===== src/rtl/ram_prog_loader.sv =====
// ram_prog_loader
//   Serial front-end for the RAM programming port of the 8-bit computer.
//   A program image of NUM_WORDS bytes arrives over a slow two-wire link.
//   ser_clk is the serial clock and ser_data is the data line, sent MSB first.
//   Each byte is presented on addr/data_in with a one-cycle prog_we strobe.
//   prog_mode is held high while a load is in progress.
//
// Ports
//   fastClk   in   system clock; all state changes on its rising edge
//   rst       in   synchronous, active-high reset
//   start     in   level; begins a load when idle, done or in error
//   abort     in   level; returns to idle from any state, flags untouched
//   ser_clk   in   asynchronous serial clock; data sampled on its rise
//   ser_data  in   asynchronous serial data, MSB first
//   prog_mode out  high while a load is in progress
//   addr      out  RAM program address of the last committed word
//   data_in   out  RAM program data of the last committed word
//   prog_we   out  one-cycle strobe when addr/data_in take a new word
//   done      out  sticky: complete image loaded
//   error     out  sticky: serial clock stalled in the middle of a byte
module ram_prog_loader #(
  parameter int NUM_WORDS      = 16,
  parameter int SYNC_STAGES    = 2,
  parameter int TIMEOUT_CYCLES = 4096,
  localparam int AW = (NUM_WORDS > 1) ? $clog2(NUM_WORDS) : 1
) (
  input  logic          fastClk,
  input  logic          rst,
  input  logic          start,
  input  logic          abort,
  input  logic          ser_clk,
  input  logic          ser_data,
  output logic          prog_mode,
  output logic [AW-1:0] addr,
  output logic [7:0]    data_in,
  output logic          prog_we,
  output logic          done,
  output logic          error
);

  localparam int TW = (TIMEOUT_CYCLES > 1) ? $clog2(TIMEOUT_CYCLES) : 1;
  localparam logic [AW-1:0] LAST_IDX = AW'(NUM_WORDS - 1);
  localparam logic [TW-1:0] TO_LAST  = TW'(TIMEOUT_CYCLES - 1);

  typedef enum logic [2:0] {
    S_IDLE,
    S_LOAD,
    S_COMMIT,
    S_DONE,
    S_ERROR
  } state_t;

  // ---------------------------------------------------------------
  // Input synchronisers. Stage gi samples stage gi-1, and stage 0
  // samples the pin. The data line uses the same depth as the clock
  // line, so the sampled bit stays aligned with the detected rise.
  // ---------------------------------------------------------------
  genvar gi;
  generate
    for (gi = 0; gi < SYNC_STAGES; gi++) begin : g_sync
      logic clk_q_reg;
      logic data_q_reg;
      if (gi == 0) begin : g_first
        always_ff @(posedge fastClk) begin
          if (rst) begin
            clk_q_reg  <= 1'b0;
            data_q_reg <= 1'b0;
          end else begin
            clk_q_reg  <= ser_clk;
            data_q_reg <= ser_data;
          end
        end
      end else begin : g_next
        always_ff @(posedge fastClk) begin
          if (rst) begin
            clk_q_reg  <= 1'b0;
            data_q_reg <= 1'b0;
          end else begin
            clk_q_reg  <= g_sync[gi-1].clk_q_reg;
            data_q_reg <= g_sync[gi-1].data_q_reg;
          end
        end
      end
    end
  endgenerate

  logic sclk_sync;
  logic sdata_sync;
  logic sclk_prev_reg;
  logic rise;

  assign sclk_sync  = g_sync[SYNC_STAGES-1].clk_q_reg;
  assign sdata_sync = g_sync[SYNC_STAGES-1].data_q_reg;
  assign rise       = sclk_sync & ~sclk_prev_reg;

  always_ff @(posedge fastClk) begin
    if (rst) sclk_prev_reg <= 1'b0;
    else     sclk_prev_reg <= sclk_sync;
  end

  // ---------------------------------------------------------------
  // Control state
  // The shift register keeps only the 7 most recent bits. The 8th bit
  // is taken directly from the synchroniser when the word is committed.
  // ---------------------------------------------------------------
  state_t          state_reg,     state_next;
  logic [6:0]      shreg_reg,     shreg_next;
  logic [2:0]      bit_cnt_reg,   bit_cnt_next;
  logic [AW-1:0]   word_idx_reg,  word_idx_next;
  logic [TW-1:0]   to_cnt_reg,    to_cnt_next;
  logic [AW-1:0]   addr_reg,      addr_next;
  logic [7:0]      data_reg,      data_next;
  logic            we_reg,        we_next;
  logic            mode_reg,      mode_next;
  logic            done_reg,      done_next;
  logic            error_reg,     error_next;

  always_ff @(posedge fastClk) begin
    if (rst) begin
      state_reg    <= S_IDLE;
      shreg_reg    <= '0;
      bit_cnt_reg  <= '0;
      word_idx_reg <= '0;
      to_cnt_reg   <= '0;
      addr_reg     <= '0;
      data_reg     <= '0;
      we_reg       <= 1'b0;
      mode_reg     <= 1'b0;
      done_reg     <= 1'b0;
      error_reg    <= 1'b0;
    end else begin
      state_reg    <= state_next;
      shreg_reg    <= shreg_next;
      bit_cnt_reg  <= bit_cnt_next;
      word_idx_reg <= word_idx_next;
      to_cnt_reg   <= to_cnt_next;
      addr_reg     <= addr_next;
      data_reg     <= data_next;
      we_reg       <= we_next;
      mode_reg     <= mode_next;
      done_reg     <= done_next;
      error_reg    <= error_next;
    end
  end

  always_comb begin
    state_next    = state_reg;
    shreg_next    = shreg_reg;
    bit_cnt_next  = bit_cnt_reg;
    word_idx_next = word_idx_reg;
    to_cnt_next   = to_cnt_reg;
    addr_next     = addr_reg;
    data_next     = data_reg;
    we_next       = 1'b0;
    mode_next     = mode_reg;
    done_next     = done_reg;
    error_next    = error_reg;

    case (state_reg)
      S_IDLE, S_DONE, S_ERROR: begin
        // Serial edges are ignored here; only start matters.
        if (start) begin
          state_next    = S_LOAD;
          mode_next     = 1'b1;
          done_next     = 1'b0;
          error_next    = 1'b0;
          bit_cnt_next  = '0;
          word_idx_next = '0;
          to_cnt_next   = '0;
        end
      end

      S_LOAD: begin
        if (rise) begin
          shreg_next   = {shreg_reg[5:0], sdata_sync};
          bit_cnt_next = bit_cnt_reg + 3'd1;
          to_cnt_next  = '0;
          if (bit_cnt_reg == 3'd7) begin
            // addr and data_in move together on the edge that enters
            // COMMIT. prog_we is high for the COMMIT cycle, so the
            // strobe coincides exactly with the new word.
            state_next = S_COMMIT;
            addr_next  = word_idx_reg;
            data_next  = {shreg_reg, sdata_sync};
            we_next    = 1'b1;
          end
        end else if (bit_cnt_reg != 3'd0) begin
          if (to_cnt_reg == TO_LAST) begin
            state_next   = S_ERROR;
            mode_next    = 1'b0;
            error_next   = 1'b1;
            bit_cnt_next = '0;
            to_cnt_next  = '0;
          end else begin
            to_cnt_next = to_cnt_reg + 1'b1;
          end
        end else begin
          // The gap between bytes is allowed to be arbitrarily long.
          to_cnt_next = '0;
        end
      end

      S_COMMIT: begin
        word_idx_next = word_idx_reg + 1'b1;
        if (word_idx_reg == LAST_IDX) begin
          state_next = S_DONE;
          mode_next  = 1'b0;
          done_next  = 1'b1;
        end else begin
          state_next = S_LOAD;
          // Do not drop a fast sender's first bit of the next byte.
          if (rise) begin
            shreg_next   = {shreg_reg[5:0], sdata_sync};
            bit_cnt_next = 3'd1;
          end
        end
      end

      default: begin
        state_next = S_IDLE;
        mode_next  = 1'b0;
      end
    endcase

    // Abort overrides everything, including a start in the same cycle
    // and a commit that would otherwise land on this edge.
    if (abort) begin
      state_next    = S_IDLE;
      mode_next     = 1'b0;
      we_next       = 1'b0;
      addr_next     = addr_reg;
      data_next     = data_reg;
      done_next     = done_reg;
      error_next    = error_reg;
      word_idx_next = word_idx_reg;
      bit_cnt_next  = '0;
      to_cnt_next   = '0;
    end
  end

  assign prog_mode = mode_reg;
  assign addr      = addr_reg;
  assign data_in   = data_reg;
  assign prog_we   = we_reg;
  assign done      = done_reg;
  assign error     = error_reg;

endmodule


===== config.mk =====
export PLATFORM = sky130hd
export DESIGN_NAME = ram_prog_loader
export DESIGN_NICKNAME = d
export VERILOG_FILES = /design/src/rtl/ram_prog_loader.sv
export SDC_FILE = /design/constraint.sdc
export NUM_CORES = 1
export LEC_CHECK = 0
export BUFFER_PORTS_ARGS = -buffer_cell sky130_fd_sc_hd__buf_2
export CAP_MARGIN = 15
export CORE_MARGIN = 8
export CORE_UTILIZATION = 58
export DETAILED_ROUTE_END_ITERATION = 10
export GPL_TIMING_DRIVEN = 0
export PLACE_DENSITY = 0.8
export SLEW_MARGIN = 20
export SYNTH_ARGS = -nofsm -noshare
export SYNTH_HDL_FRONTEND = slang
export SYNTH_SLANG_ARGS = --single-unit

===== constraint.sdc =====
create_clock -name fastClk -period 2.2 [get_ports fastClk]
set_input_delay 0 -clock fastClk [delete_from_list [all_inputs] [get_ports fastClk]]
set_output_delay 0 -clock fastClk [all_outputs]
set_load 0.1 [all_outputs]

==> run metrics <==
Synth Register Bits 50; Die H just under 80 um; GPL Wtd Cong between 0.8 and 0.9; Setup Crit Path Kind reg2reg; Max-Cap Viols 0; dpl ws ~0.040 ns; main area contributors after synthesis dfxtp_1, mux2i_1, nor2_1; Final nets 288; leading area contributor after synthesis dfxtp_1; setup TNS 0 ns; Die Width 78.2 um; fin cells between 300 and 400; Hold Path Class in2reg; Sink Count 50; worst-path maximum fanout 4; Power Total about 1.6 mW; max reg flops 12; final-report max-slew violation count 0; die area 6120 sq um; clk slew on worst S/H paths about 0.09 ns; unrepaired setup endpoints after global routing false; Clock Latency Late Sink about 0.30 ns; CTS max path bufs 2; actual slew at the worst max-slew pin between 0.7 and 0.8 ns; vias roughly 1,800; total grt overflow 0; Area Overhead vs Synth 13.0%; initial core utilization roughly 61%; Antenna Nets Post-Route 0; pin count of the biggest net entering global routing 17; Final Cycle Share a little over nine tenths; drt drc 0; 1st-pass router iterations 4; IO Port Bufs 20; Max Fclk 479 MHz; syn_area_per_cell around 9.1 sq um; clk_skew about 0.0031 ns; TritonCTS buffer count 5; CP Data Required Time approximately 2.4 ns; Core Box Area 3690 sq um; CTS tree done; leakage power figure between 1 and 1.5 nW; Main synth FF type dfxtp_1; Peak VDD IR ~0.44 mV; final hold vios 0; status completed; FP Rows 22; post-synth top area share 44.5%; Synth Instances ~250; first-pass GRT wire length 7.23 mm; final setup vio count 0; final wirelength 4.31 mm; dpl hpwl approximately 3.1 mm; diodes inserted 0; total track usage ~14%; slew margin rel. around half; async set or reset register ratio after synthesis 0%; Syn Nets approximately 260; CTS Root Cell clkbuf_8; Netlist Area Pre-Place around 2200 sq um; Worst Hold Slack just over 0.2 ns; io pins 22; vias per cell approximately 5.5; number of synthesized flops with an enable pin 0; initial DRC count 120; vias in the first global route roughly 1,600; CP Capture Type flop; initial antenna violation count 0; power per cell area ~620 nW/um^2; Synth cell types 48; wire length per cell approximately 13 um; sequential fraction of the synthesis area roughly 45%; Ys Warns 0; post-route setup slack between 0.1 and 0.15 ns; H-tree levels 2; Worst setup SP type flop; Final min period between 2 and 2.5 ns; CP arrival around 2.3 ns; share of cells above drive strength 1 16.9%; placed cell count about 310
-- cells in the final DEF (no fill, tap or decap), types with 7 or more instances in the layout --
cell type / n
nor2_1: 44
nand2b_1: 8
xnor2_1: 9
buf_2: 23
nor2b_1: 9
nand3_1: 7
dfxtp_1: 48
nor3_1: 8
nand2_1: 10
a21oi_1: 9
mux2i_1: 21
-- metal layers --
layer,up-vias,global-route usage (%),wire [um]
li1,924,-,-
met1,809,17.9,2130
met2,38,22.5,1940
met3,7,4.44,194
met4,0,5.00,56
met5,-,0,0
-- Yosys cell counts, drive strengths merged (4+ instances only) --
master	instances
dfxtp	50
nor2	45
mux2i	21
a21oi	10
nand2	10
nor2b	9
xnor2	9
nand2b	8
nand3	8
nor3	8
clkbuf	6
nor4	6
o21ai	6
ha	5
inv	5
buf	4
-- critical path, stage by stage, from the launching register on --
cell and delay [ns]:
dfxtp_2 0.37, ha_2 0.21, nand4_2 0.15, nor4_4 0.42
a21oi_1 0.17, o31a_1 0.29, a2111oi_1 0.35
-- repair_timing --
action	4_1_cts	5_1_grt
setup endpoints to repair	0	2
gates resized for setup	0	3
setup buffers	0	1
hold buffers	3	0
hold endpoints to repair	3	0
-- power breakdown --
part | switching (mW) | internal, mW | total (mW)
logic | 0.0857 | 0.0477 | 0.133
registers | 0.00601 | 0.914 | 0.920
clock network | 0.304 | 0.224 | 0.527
total | 0.395 | 1.19 | 1.58
-- cell families (layout without fill, tap and decap cells) --
logic type / count (synthesis) / in the layout / share of synthesized area (%)
muxes: 21 / 21 / 9.35
adders and majority gates: 5 / 5 / 2.78
DFF: 50 / 50 / 44.5
buffers and inverters: 15 / 47 / 2.84
xor gates and xnor gates: 11 / 11 / 4.29
and+or+nand+nor: 112 / 112 / 26.7
AOI/OAI and AO/OA: 32 / 32 / 9.47
-- worst paths after layout --
| kind | start | to | slack [ns] | cells after the start |
|---|---|---|---|---|
| hold reg to reg | g_sync[0].clk_q_reg | g_sync[1].clk_q_reg | 0.45 | 1 |
| setup / recovery | to_cnt_reg[0] | error | 0.11 | 6 |
| hold / removal | start | state_reg[0] | 0.20 | 5 |
| setup reg to reg | to_cnt_reg[0] | error | 0.11 | 6 |
-- layout make-up --
class / count / area, sq um
multi-input cells: 181 / 1180
fillers: 301 / 1150
flip-flops and latches: 50 / 1000
repair buffers: 24 / 138
clock buffers: 5 / 68.8
well taps: 48 / 60.1
plain buffers: 10 / 45.0
clock inverters: 3 / 21.3
inverters: 5 / 18.8
-- through the flow --
step                cell area [sq um]  util [%]
floorplan                        2250         -
global placement                 2410      65.3
detailed placement               2410      65.3
CTS                              2530      68.5
global route                     2540      68.9
finish                           2540      68.9
Power figures use the tool's default switching activity.
